**src/rtl/gate_pkg.sv**
```systemverilog
// gate_pkg: shared definitions for the debounced multi-input gate.
//   - 3-bit gate function encodings (mode input / mode_q register)
//   - result driven for the reserved mode codes
package gate_pkg;

   typedef enum logic [2:0] {
      MODE_AND  = 3'b000,
      MODE_OR   = 3'b001,
      MODE_XOR  = 3'b010,
      MODE_NAND = 3'b011,
      MODE_NOR  = 3'b100,
      MODE_XNOR = 3'b101
   } gate_mode_e;

   localparam logic [2:0] MODE_RESET        = MODE_AND;
   localparam logic       GATE_RSVD_RESULT  = 1'b0;

endpackage

```
**src/rtl/input_debounce.sv**
```systemverilog
// input_debounce: one channel of pin conditioning.
//   clk     in   system clock
//   rst_n   in   async active-low reset
//   in      in   raw asynchronous pin level
//   db_out  out  accepted (debounced) level
// A 2-flop synchroniser feeds a counter that must see the synchronised
// level differ from the accepted level for DB_CYCLES consecutive edges
// before the new level is taken.
module input_debounce
   import gate_pkg::*;
#(
   parameter int DB_CYCLES = 4,
   parameter int CNT_W     = $clog2(DB_CYCLES + 1)
) (
   input  logic clk,
   input  logic rst_n,
   input  logic in,
   output logic db_out
);

   localparam logic [CNT_W-1:0] CNT_LAST = CNT_W'(DB_CYCLES - 1);

   logic             s1_q;
   logic             s2_q;
   logic             db_q;
   logic             db_d;
   logic [CNT_W-1:0] cnt_q;
   logic [CNT_W-1:0] cnt_d;

   // A bounce back to the accepted level clears the count, so only an
   // unbroken run of DB_CYCLES differing samples is accepted.
   always_comb begin
      cnt_d = cnt_q;
      db_d  = db_q;
      if (s2_q == db_q) begin
         cnt_d = '0;
      end else if (cnt_q == CNT_LAST) begin
         db_d  = s2_q;
         cnt_d = '0;
      end else begin
         cnt_d = cnt_q + 1'b1;
      end
   end

   always_ff @(posedge clk or negedge rst_n) begin
      if (!rst_n) begin
         s1_q  <= 1'b0;
         s2_q  <= 1'b0;
         db_q  <= 1'b0;
         cnt_q <= '0;
      end else begin
         s1_q  <= in;
         s2_q  <= s1_q;
         db_q  <= db_d;
         cnt_q <= cnt_d;
      end
   end

   assign db_out = db_q;

endmodule

```
**src/rtl/multi_gate_debounced.sv**
```systemverilog
// multi_gate_debounced: N_IN debounced pin inputs combined by a
// run-time selectable reduction gate with a registered result.
//   clk       in   system clock
//   rst_n     in   async active-low reset
//   in        in   [N_IN] raw asynchronous pin levels
//   mode      in   [3]    gate function select (quasi-static)
//   db_out    out  [N_IN] debounced input vector
//   c         out  registered gate result
//   c_toggle  out  one-cycle pulse in the cycle c takes a new value
module multi_gate_debounced
   import gate_pkg::*;
#(
   parameter int N_IN      = 2,
   parameter int DB_CYCLES = 4
) (
   input  logic            clk,
   input  logic            rst_n,
   input  logic [N_IN-1:0] in,
   input  logic [2:0]      mode,
   output logic [N_IN-1:0] db_out,
   output logic            c,
   output logic            c_toggle
);

   localparam int CNT_W = $clog2(DB_CYCLES + 1);

   logic [N_IN-1:0] db_vec;
   logic [2:0]      mode_q;
   logic            gate_d;
   logic            c_q;
   logic            c_toggle_q;
   logic            c_toggle_d;

   for (genvar gi = 0; gi < N_IN; gi++) begin : g_ch
      input_debounce #(
         .DB_CYCLES (DB_CYCLES),
         .CNT_W     (CNT_W)
      ) u_db (
         .clk    (clk),
         .rst_n  (rst_n),
         .in     (in[gi]),
         .db_out (db_vec[gi])
      );
   end

   always_comb begin
      gate_d = GATE_RSVD_RESULT;
      case (mode_q)
         MODE_AND:  gate_d =  (&db_vec);
         MODE_OR:   gate_d =  (|db_vec);
         MODE_XOR:  gate_d =  (^db_vec);
         MODE_NAND: gate_d = ~(&db_vec);
         MODE_NOR:  gate_d = ~(|db_vec);
         MODE_XNOR: gate_d = ~(^db_vec);
         default:   gate_d = GATE_RSVD_RESULT;
      endcase
   end

   assign c_toggle_d = (gate_d != c_q);

   always_ff @(posedge clk or negedge rst_n) begin
      if (!rst_n) begin
         mode_q     <= MODE_RESET;
         c_q        <= 1'b0;
         c_toggle_q <= 1'b0;
      end else begin
         mode_q     <= mode;
         c_q        <= gate_d;
         c_toggle_q <= c_toggle_d;
      end
   end

   assign db_out   = db_vec;
   assign c        = c_q;
   assign c_toggle = c_toggle_q;

endmodule

```
**config.mk**
```make
export PLATFORM = sky130hd
export DESIGN_NAME = multi_gate_debounced
export DESIGN_NICKNAME = d
export VERILOG_FILES = /design/src/rtl/gate_pkg.sv /design/src/rtl/input_debounce.sv /design/src/rtl/multi_gate_debounced.sv
export SDC_FILE = /design/constraint.sdc
export NUM_CORES = 1
export LEC_CHECK = 0
export ABC_AREA = 1
export BUFFER_PORTS_ARGS = -buffer_cell sky130_fd_sc_hd__buf_4
export CAP_MARGIN = 10
export CELL_PAD_IN_SITES_DETAIL_PLACEMENT = 1
export CELL_PAD_IN_SITES_GLOBAL_PLACEMENT = 1
export CORE_MARGIN = 2
export CORE_UTILIZATION = 40
export CTS_BUF_LIST = sky130_fd_sc_hd__clkbuf_4 sky130_fd_sc_hd__clkbuf_8 sky130_fd_sc_hd__clkbuf_16
export DETAILED_ROUTE_END_ITERATION = 7
export PLACE_DENSITY_LB_ADDON = 0.2
export REMOVE_ABC_BUFFERS = 1
export SLEW_MARGIN = 20
export SYNTH_ARGS = -nofsm -noshare
export SYNTH_HDL_FRONTEND = slang
export SYNTH_SLANG_ARGS = --single-unit
```
**constraint.sdc**
```tcl
create_clock -name clk -period 1.5 [get_ports clk]
set_input_delay 0.225 -clock clk [delete_from_list [all_inputs] [get_ports clk]]
set_output_delay 0.225 -clock clk [all_outputs]
set_load 0.005 [all_outputs]
```
==> key figures, run 1 <==
Critical path
  • Worst setup path start: g_ch[0].u_db.db_out
  • CP peak stage delay: 420 ps
  • Reg2reg end: c_toggle
  • Crit end category: register
  • Flop-to-flop setup slack: 120 ps
  • R2R cell count: 8
  • Crit path DAT: 1540 ps
  • R2R Path Start: g_ch[0].u_db.db_out
  • Crit path required time: 1670 ps
  • Maximum fanout along the worst path: 4
  • Startpoint Class: register
  • Crit Path Category: reg2reg
  • Worst path slowest cell: dfrtp_1
  • Worst path cell trace: inv_1 -> ha_1 -> inv_1 -> nand2_1 -> nand3_1 -> nand2_2 -> o21ai_1 -> nand2_1
  • CP endpoint: c_toggle

Cells and area
  • Synth-to-layout area growth: 17.29%
  • Nets: 94
  • N_diodes: 0
  • Layout cells sized above 1: 0.2317
  • Final Util: 0.4874
  • Design area: 823.3 µm²

Route
  • DRC: 0
  • DRT antenna net count: 0
  • DRT Pass-1 Iters: 4
  • Via density: 4.677
  • Routed wire length: 1078 µm
  • Iteration-0 DRC Markers: 5
  • Routed length per placed instance: 10.89 µm
  • Via count: 463

Clock tree
  • TritonCTS Buffers: 3
  • Setup Buffers After CTS: 0
  • CTS tree: done
  • H-Tree Depth: 1
  • Root Buffer Master: clkbuf_4
  • Worst skew pair latency: 280 ps
  • Clk sinks: 17
  • CTS max path bufs: 2
  • CTS clk-pin slew, worst paths: 90 ps

Timing
  • Final min period: 1377 ps
  • Max Clock Skew: 6.938 ps
  • Slew headroom: 0.8175
  • Unrepaired setup endpoints after global routing: false
  • Endpoints failing hold: 0
  • Maximum clock rate: 726.5 MHz
  • Crit share post-route: 0.9177
  • Worst Max-Slew Pin Slew: 271.9 ps
  • Max-slew violations: 0
  • Setup tns final: 0 ps
  • Setup-failing EPs final: 0

Flow run
  • Maxcap violations: 0

Synth
  • Post-synth top area cell: dfrtp_1
  • Largest cells by area after synthesis: dfrtp_1, ha_1, inv_1
  • Synth Instances: 69
  • Top-area cell type share of the netlist area: 0.6061
  • Post-synthesis sequential area ratio: 0.6061
  • Register bit total from synthesis: 17
  • Post-synth top flop: dfrtp_1
  • Top cells by count, synth: dfrtp_1, inv_1, nand2_1, nor2_1, ha_1
  • Number of synthesized flops with an enable pin: 0
  • Synthesized area per cell: 10.17 µm²
  • Synth async-reset ratio: 1.000
  • Most numerous cell in the Yosys netlist: dfrtp_1
  • Synth cell types: 17
  • Mapped cell area: 701.9 µm²
  • Yosys warns: 0

Pwr
  • Worst vdd ir: 0.7165 mV
  • Seq pwr share: 0.485
  • Logic pwr share: 0.323
  • Lkg Pwr: 0.4370 nW
  • Internal Pwr Total: 0.8799 mW
  • Clock share of power: 0.192
  • Power density over cell area: 1568 nW/µm²
  • Sw power: 0.4109 mW
  • Sw frac: 0.3183

Die
  • Total core area: 1689 µm²
  • Row count: 15
  • Die Wd: 45.89 µm
  • Top Ports: 11
  • Starting Density: 0.4156
  • Die footprint: 2106 µm²
  • Chip height: 45.89 µm

Global route
  • GR Util All Layers: 0.1270
  • First-pass GRT wire length: 1807 µm
  • Largest net degree at the start of global routing: 18
  • Grt total ovfl: 0
  • Vias in the first global route: 471
  • Initial antenna violation count: 0

Run status
  • Status: complete, no violations

Place
  • HPWL reported at the end of detailed placement: 875.7 µm
  • Area post-placement: 783.3 µm²
  • Buffers on Ports: 10
  • Placer Congestion: 0.7522

Min path
  • Worst min path class: in2reg
metal layers:
metal  wire length (µm)  vias up  GRT usage
met5                  0        -          0
met4                 12        0    0.08571
met3                 30        2    0.03571
met2                569        8     0.2222
met1                465      221     0.1281
li1                   -      232          -
per-stage QoR:
step / setup slack, ps / instances / total power, mW / hold WS, ps
global placement: 196.5 / 94 / 1.037 / 100.0
floorplan: 255.9 / 67 / 0.8872 / -70.59
global route: 18.84 / 99 / 1.410 / 20.10
detailed placement: 148.1 / 94 / 1.061 / 97.10
finish: 123.5 / 99 / 1.291 / 44.14
CTS: 110.4 / 99 / 1.319 / 33.09
flip-flops by register name, summed over array words and instances (netlist names):
signal,cells
mode_q,3
g_ch.u_db.s2_q,2
c_toggle,1
g_ch.u_db.db_out,2
g_ch.u_db.cnt_q,6
c,1
g_ch.u_db.s1_q,2
power by group through the flow:
| stage | clock, mW | sequential, mW | combinational (mW) |
|---|---|---|---|
| 4_1_cts | 0.261 | 0.630 | 0.427 |
| 5_1_grt | 0.287 | 0.645 | 0.478 |
| 2_1_floorplan | 0 | 0.631 | 0.256 |
| 3_5_place_dp | 0 | 0.640 | 0.421 |
| 3_3_place_gp | 0 | 0.639 | 0.399 |
| 6_report | 0.247 | 0.627 | 0.417 |
critical path: cells and delay by family (launching register included):
kind                       cells  cell delay, ps
adders and majority gates      1             320
and+or+nand+nor                4             240
buffers and inverters          2             150
AOI/OAI and AO/OA              1             120
DFF                            1             420
worst min-delay path by stage:
stage / cells after the start / slack, ps / startpoint / endpoint
2_1_floorplan: 0 / -70 / rst_n / c
3_3_place_gp: 1 / 100 / rst_n / g_ch[0].u_db.cnt_q[0]
3_5_place_dp: 1 / 100 / rst_n / g_ch[0].u_db.cnt_q[0]
4_1_cts: 1 / 30 / in[0] / g_ch[0].u_db.s1_q
5_1_grt: 1 / 20 / mode[2] / mode_q[2]
6_report: 1 / 40 / in[1] / g_ch[1].u_db.s1_q
final cells by class:
class | instances | area, µm²
clock buffers | 4 | 30.03
fillers | 208 | 865.8
inverters | 13 | 48.80
multi-input cells | 37 | 212.7
flip-flops and latches | 17 | 425.4
well taps | 17 | 21.27
repair buffers | 11 | 85.08
logic make-up (layout without fill, tap and decap cells):
logic type                 Yosys count  after routing  share of synthesized area
adders and majority gates            4              4                    0.07130
buffers and inverters               15             28                    0.09089
DFF                                 17             17                     0.6061
xor gates and xnor gates             2              2                    0.02496
and+or+nand+nor                     28             28                     0.1854
AOI/OAI and AO/OA                    3              3                    0.02137
timing repair:
action,4_1_cts,5_1_grt
hold buffers,1,0
resized for setup,0,0
hold endpoints to repair,17,0
cells in the final DEF (no fill, tap or decap), types with 3 or more instances in the layout:
cell	Yosys	final
buf_4	2	10
clkbuf_4	0	4
inv_1	12	12
nand2_1	10	10
nor2_1	7	7
ha_1	4	4
dfrtp_1	17	17
nor3_1	3	3
nand3_1	3	3
Note: power is estimated with default switching activity, not from simulation.
==> run 2, diff against run 1 <==
Settings changed: GPL_TIMING_DRIVEN set to 0.
==> key figures, run 2 (synthesized netlist as in run 1, its figures left out) <==
Clock tree
  • Clk sinks: 17 (unchanged)
  • TritonCTS Buffers: 3 (unchanged)
  • CTS max path bufs: 2 (unchanged)
  • Worst skew pair latency: 280 ps (about the same)
  • Cts repair resizes: 0 (unchanged)
  • CTS tree: done
  • H-Tree Depth: 1 (unchanged)
  • CTS clk-pin slew, worst paths: 90 ps (about the same)
  • Root Buffer Master: clkbuf_4

Cells and area
  • Layout cells sized above 1: 0.2317 (unchanged)
  • Top Registers: g_ch.u_db.cnt_q: 6 flops, mode_q: 3 flops
  • Largest register by flop count: g_ch.u_db.cnt_q
  • # fillers: 195 (-6.3%)
  • Final Non-Filler Cells: 99 (unchanged)
  • Sequential cell area: 425.4 µm² (unchanged)
  • Most common cell after layout, fill and taps aside: dfrtp_1
  • Multi-input gate area: 212.7 µm² (unchanged)
  • N_diodes: 0 (unchanged)
  • Synth-to-layout area growth: 17.29% (unchanged)
  • Max FFs per register: 6 (unchanged)
  • Commonest non-fill, non-tap cells in the layout: dfrtp_1, inv_1, nand2_1, buf_4, nor2_1
  • Final Util: 0.4874 (unchanged)
  • Nets: 94 (unchanged)

Pwr
  • Seq pwr share: 0.483 (-0.002)
  • Sw frac: 0.3211 (+0.002762)
  • Clock share of power: 0.196 (+0.004)
  • Logic pwr share: 0.320 (-0.003)
  • Internal Pwr Total: 0.8789 mW (-0.11%)
  • Worst vdd ir: 0.7713 mV (+7.6%)
  • Power density over cell area: 1572 nW/µm² (+0.29%)
  • Sw power: 0.4157 mW (+1.2%)
  • Lkg Pwr: 0.4370 nW (unchanged)

Critical path
  • R2R cell count: 8 (unchanged)
  • R2R Path Start: g_ch[0].u_db.db_out
  • Maximum fanout along the worst path: 4 (unchanged)
  • Crit path DAT: 1510 ps (-30 ps)
  • Reg2reg end: c_toggle
  • Startpoint Class: register
  • Crit path required time: 1680 ps (about the same)
  • Crit end category: register
  • Crit Path Category: reg2reg
  • Flop-to-flop setup slack: 170 ps (+50 ps)

Min path
  • Depth of the worst hold-timing path: 1 (unchanged)
  • Worst Hold End: mode_q[1]
  • Worst min path class: in2reg
  • Worst Hold Launch: mode[1]

Global route
  • First-pass GRT wire length: 1794 µm (-0.72%)
  • Grt total ovfl: 0 (unchanged)
  • Initial antenna violation count: 0 (unchanged)
  • Largest net degree at the start of global routing: 18 (unchanged)
  • Vias in the first global route: 441 (-6.4%)
  • GR Util All Layers: 0.1255 (-0.001536)

Route
  • DRT Pass-1 Iters: 3 (-1)
  • DRT antenna net count: 0 (unchanged)
  • Iteration-0 DRC Markers: 5 (unchanged)
  • DRC: 0 (unchanged)
  • Routed length per placed instance: 10.96 µm (+0.65%)
  • Routed wire length: 1085 µm (+0.65%)
  • Via density: 4.606 (-1.5%)
  • Via count: 456 (-1.5%)

Die
  • Chip height: 45.89 µm (unchanged)
  • Top Ports: 11 (unchanged)
  • Starting Density: 0.4156 (unchanged)
  • Die Wd: 45.89 µm (unchanged)
  • Row count: 15 (unchanged)
  • Total core area: 1689 µm² (unchanged)
  • Die footprint: 2106 µm² (unchanged)

Timing
  • Max Clock Skew: 1.004 ps (-5.934 ps)
  • Unrepaired setup endpoints after global routing: false
  • Crit share post-route: 0.8875 (-0.03016)
  • Endpoints failing hold: 0 (unchanged)
  • Worst Max-Slew Pin Slew: 287.3 ps (+15.44 ps)
  • Setup-failing EPs final: 0 (unchanged)
  • Min Hold Slack: 41.52 ps (-2.620 ps)
  • Slew headroom: 0.8071 (-0.01037)
  • Max-slew violations: 0 (unchanged)
  • Maximum clock rate: 751.2 MHz (+3.4%)
  • Setup tns final: 0 ps (unchanged)
  • Final min period: 1331 ps (-45.24 ps)

Place
  • Buffers on Ports: 10 (unchanged)
  • HPWL reported at the end of detailed placement: 865 µm (-1.2%)
  • DP Cell Count: 94 (unchanged)
  • Placer Congestion: 0.7093 (-5.7%)

Flow run
  • Maxcap violations: 0 (unchanged)

Run status
  • Status: complete, no violations
## run 2: cell counts in the layout (fill, tap and decap cells not counted)
Identical to the previous run, type by type.
## run 2: worst max-delay path by stage
| stage | from | to | slack, ps | cells past startpoint |
|---|---|---|---|---|
| 5_1_grt | g_ch[0].u_db.db_out | c_toggle | 40 | 8 |
| 3_5_place_dp | g_ch[0].u_db.db_out | c_toggle | 170 | 8 |
| 4_1_cts | g_ch[0].u_db.db_out | c_toggle | 140 | 8 |
| 3_3_place_gp | g_ch[0].u_db.db_out | c_toggle | 170 | 8 |
| 2_1_floorplan | g_ch[0].u_db.db_out | c_toggle | 260 | 8 |
| 6_report | g_ch[0].u_db.db_out | c_toggle | 170 | 8 |
## run 2: stage by stage
step	total power [mW]	setup slack, ps	cell area (µm²)
2_1_floorplan	0.8872	255.9	686.9
3_3_place_gp	1.034	165.3	783.3
3_5_place_dp	1.063	171.5	783.3
4_1_cts	1.324	144.2	823.3
5_1_grt	1.408	37.87	823.3
6_report	1.295	168.7	823.3
## run 2: power by group through the flow
stage          clock network (mW)  logic, mW  registers, mW
2_1_floorplan                   0      0.256          0.631
3_3_place_gp                    0      0.400          0.634
3_5_place_dp                    0      0.426          0.638
4_1_cts                     0.264      0.432          0.629
5_1_grt                     0.289      0.479          0.639
6_report                    0.254      0.415          0.626
## run 2: area by class of cell
| class | instances | area share |
|---|---|---|
| Sequential cell | 17 | 0.5167 |
| Multi-Input combinational cell | 37 | 0.2584 |
| Timing Repair Buffer | 11 | 0.1033 |
| Inverter | 13 | 0.05927 |
| Clock buffer | 4 | 0.03647 |
| Tap cell | 17 | 0.02584 |
## run 2: worst max-delay path, cell delays in order, from the launching register on
cell and delay [ps]:
dfrtp_1 420, inv_1 80, ha_1 310, inv_1 60
nand2_1 40, nand3_1 90, nand2_2 60, o21ai_1 110
nand2_1 60
## run 2: metal layers
metal / vias up / share of wire / track usage / routed length (µm)
li1: 232 / - / - / -
met1: 214 / 0.43 / 0.1385 / 471
met2: 6 / 0.51 / 0.2056 / 552
met3: 4 / 0.031 / 0.03571 / 34
met4: 0 / 0.024 / 0.08571 / 26
met5: - / 0 / 0 / 0
## run 2: repair_timing
| action | CTS | global route |
|---|---|---|
| buffers inserted | 0 | 0 |
| hold buffers | 1 | 0 |
| endpoints found under the hold margin | 17 | 0 |
==> run 3, diff against run 2 <==
Settings changed: CAP_MARGIN 10 to not set, HOLD_SLACK_MARGIN set to 0.15.
==> key figures, run 3 (synthesized netlist as in run 1, its figures left out) <==
Timing
  • Min Hold Slack: 332.0 ps (+290.5 ps)
  • Max-slew violations: 0 (unchanged)
  • Crit share post-route: 0.8878 (about the same)
  • Max Clock Skew: 0.8196 ps (-0.1844 ps)
  • Endpoints failing hold: 0 (unchanged)
  • Setup-failing EPs final: 0 (unchanged)
  • Maximum clock rate: 750.9 MHz (about the same)
  • Slew headroom: 0.8071 (unchanged)
  • Setup tns final: 0 ps (unchanged)
  • Unrepaired setup endpoints after global routing: false
  • Worst Max-Slew Pin Slew: 287.3 ps (unchanged)
  • Final min period: 1332 ps (+0.3960 ps)

Die
  • Top Ports: 11 (unchanged)
  • Row count: 15 (unchanged)
  • Die Wd: 45.89 µm (unchanged)
  • Chip height: 45.89 µm (unchanged)
  • Starting Density: 0.4156 (unchanged)
  • Total core area: 1689 µm² (unchanged)
  • Die footprint: 2106 µm² (unchanged)

Min path
  • Worst min path class: in2async

Critical path
  • Flop-to-flop setup slack: 170 ps (about the same)
  • Crit Path Category: reg2reg
  • Crit path required time: 1680 ps (about the same)
  • Startpoint Class: register
  • Crit path DAT: 1510 ps (about the same)
  • Maximum fanout along the worst path: 4 (unchanged)
  • R2R Path Start: g_ch[0].u_db.db_out
  • Worst setup path start: g_ch[0].u_db.db_out
  • R2R cell count: 8 (unchanged)
  • CP endpoint: c_toggle
  • Crit end category: register
  • Reg2reg end: c_toggle

Run status
  • Status: complete, no violations

Cells and area
  • Final Non-Filler Cells: 104 (+5.1%)
  • Most common cell after layout, fill and taps aside: dfrtp_1
  • Synth-to-layout area growth: 24.42%
  • Nets: 99 (+5.3%)
  • Commonest non-fill, non-tap cells in the layout: dfrtp_1, inv_1, nand2_1, buf_4, nor2_1
  • N_diodes: 0 (unchanged)
  • Top Registers: g_ch.u_db.cnt_q: 6 flops, mode_q: 3 flops
  • Layout cells sized above 1: 0.2184 (-0.01332)
  • Largest register by flop count: g_ch.u_db.cnt_q
  • Max FFs per register: 6 (unchanged)
  • Final Util: 0.5170 (+0.02963)

Route
  • Via density: 4.567 (-0.84%)
  • Routed wire length: 1112 µm (+2.5%)
  • Iteration-0 DRC Markers: 5 (unchanged)
  • DRT Pass-1 Iters: 4 (+1)
  • DRT antenna net count: 0 (unchanged)
  • Routed length per placed instance: 10.69 µm (-2.4%)
  • Via count: 475 (+4.2%)
  • DRC: 0 (unchanged)

Clock tree
  • Setup Buffers After CTS: 0 (unchanged)
  • Worst skew pair latency: 280 ps (about the same)
  • TritonCTS Buffers: 3 (unchanged)
  • CTS max path bufs: 2 (unchanged)
  • Root Buffer Master: clkbuf_4
  • H-Tree Depth: 1 (unchanged)
  • CTS tree: done
  • CTS clk-pin slew, worst paths: 90 ps (about the same)
  • Clk sinks: 17 (unchanged)

Pwr
  • Total power: 1.305 mW (+0.82%)
  • Worst vdd ir: 0.7801 mV (+1.1%)
  • Lkg Pwr: 0.4579 nW (+4.8%)
  • Power density over cell area: 1495 nW/µm² (-5.0%)

Global route
  • Initial antenna violation count: 0 (unchanged)
  • Largest net degree at the start of global routing: 18 (unchanged)
  • Grt total ovfl: 0 (unchanged)
  • GR Util All Layers: 0.1296 (+0.004102)
  • First-pass GRT wire length: 1856 µm (+3.5%)
  • Vias in the first global route: 462 (+4.8%)

Flow run
  • Maxcap violations: 0 (unchanged)

Place
  • Buffers on Ports: 10 (unchanged)
  • DP Cell Count: 94 (unchanged)
  • HPWL reported at the end of detailed placement: 865 µm (unchanged)
  • Placer Congestion: 0.7093 (unchanged)
## run 3: cell type report
type                       instances  area, µm²
fill                             194      815.8
sequential                        17      425.4
multi-input combinational         37      212.7
timing repair buffer              16      135.1
inverter                          13      48.80
clock buffer                       4      30.03
tap                               17      21.27
## run 3: what timing repair did
action                    in CTS  in global routing
hold buffers                   6                  0
hold endpoints to repair      22                  0
gates resized for setup        0                  0
## run 3: metal layers
metal  routed length, µm  part of all wire  track usage  vias up
met5                   0                 0            0        -
met4                  26             0.023      0.08571        0
met3                  31             0.028      0.03571        4
met2                 566              0.51       0.2111        6
met1                 487              0.44       0.1461      223
li1                    -                 -            -      242
## run 3: critical path, cell delays in order (launching register included)
cell and delay, ps:
dfrtp_1 420, inv_1 80, ha_1 310, inv_1 60
nand2_1 40, nand3_1 90, nand2_2 60, o21ai_1 110
nand2_1 60
## run 3: how the worst min path moves through the flow
stage | endpoint | slack, ps | cells past startpoint
after floorplan | c | -70 | 0
after global routing | g_ch[0].u_db.cnt_q[0] | 330 | 2
final | g_ch[0].u_db.cnt_q[0] | 330 | 2
after detailed placement | g_ch[0].u_db.cnt_q[0] | 100 | 1
after CTS | g_ch[0].u_db.cnt_q[0] | 330 | 2
after global placement | g_ch[0].u_db.cnt_q[0] | 100 | 1
## run 3: power breakdown
group	internal, mW	switching [mW]	leakage, nW
clock network	0.121	0.133	0.0184
logic	0.207	0.219	0.230
registers	0.559	0.0664	0.209
total	0.887	0.418	0.458
## run 3: metrics by stage
step	setup WS [ps]	area, µm²
2_1_floorplan	255.9	686.9
3_3_place_gp	165.3	783.3
3_5_place_dp	171.5	783.3
4_1_cts	144.2	873.3
5_1_grt	37.87	873.3
6_report	168.3	873.3
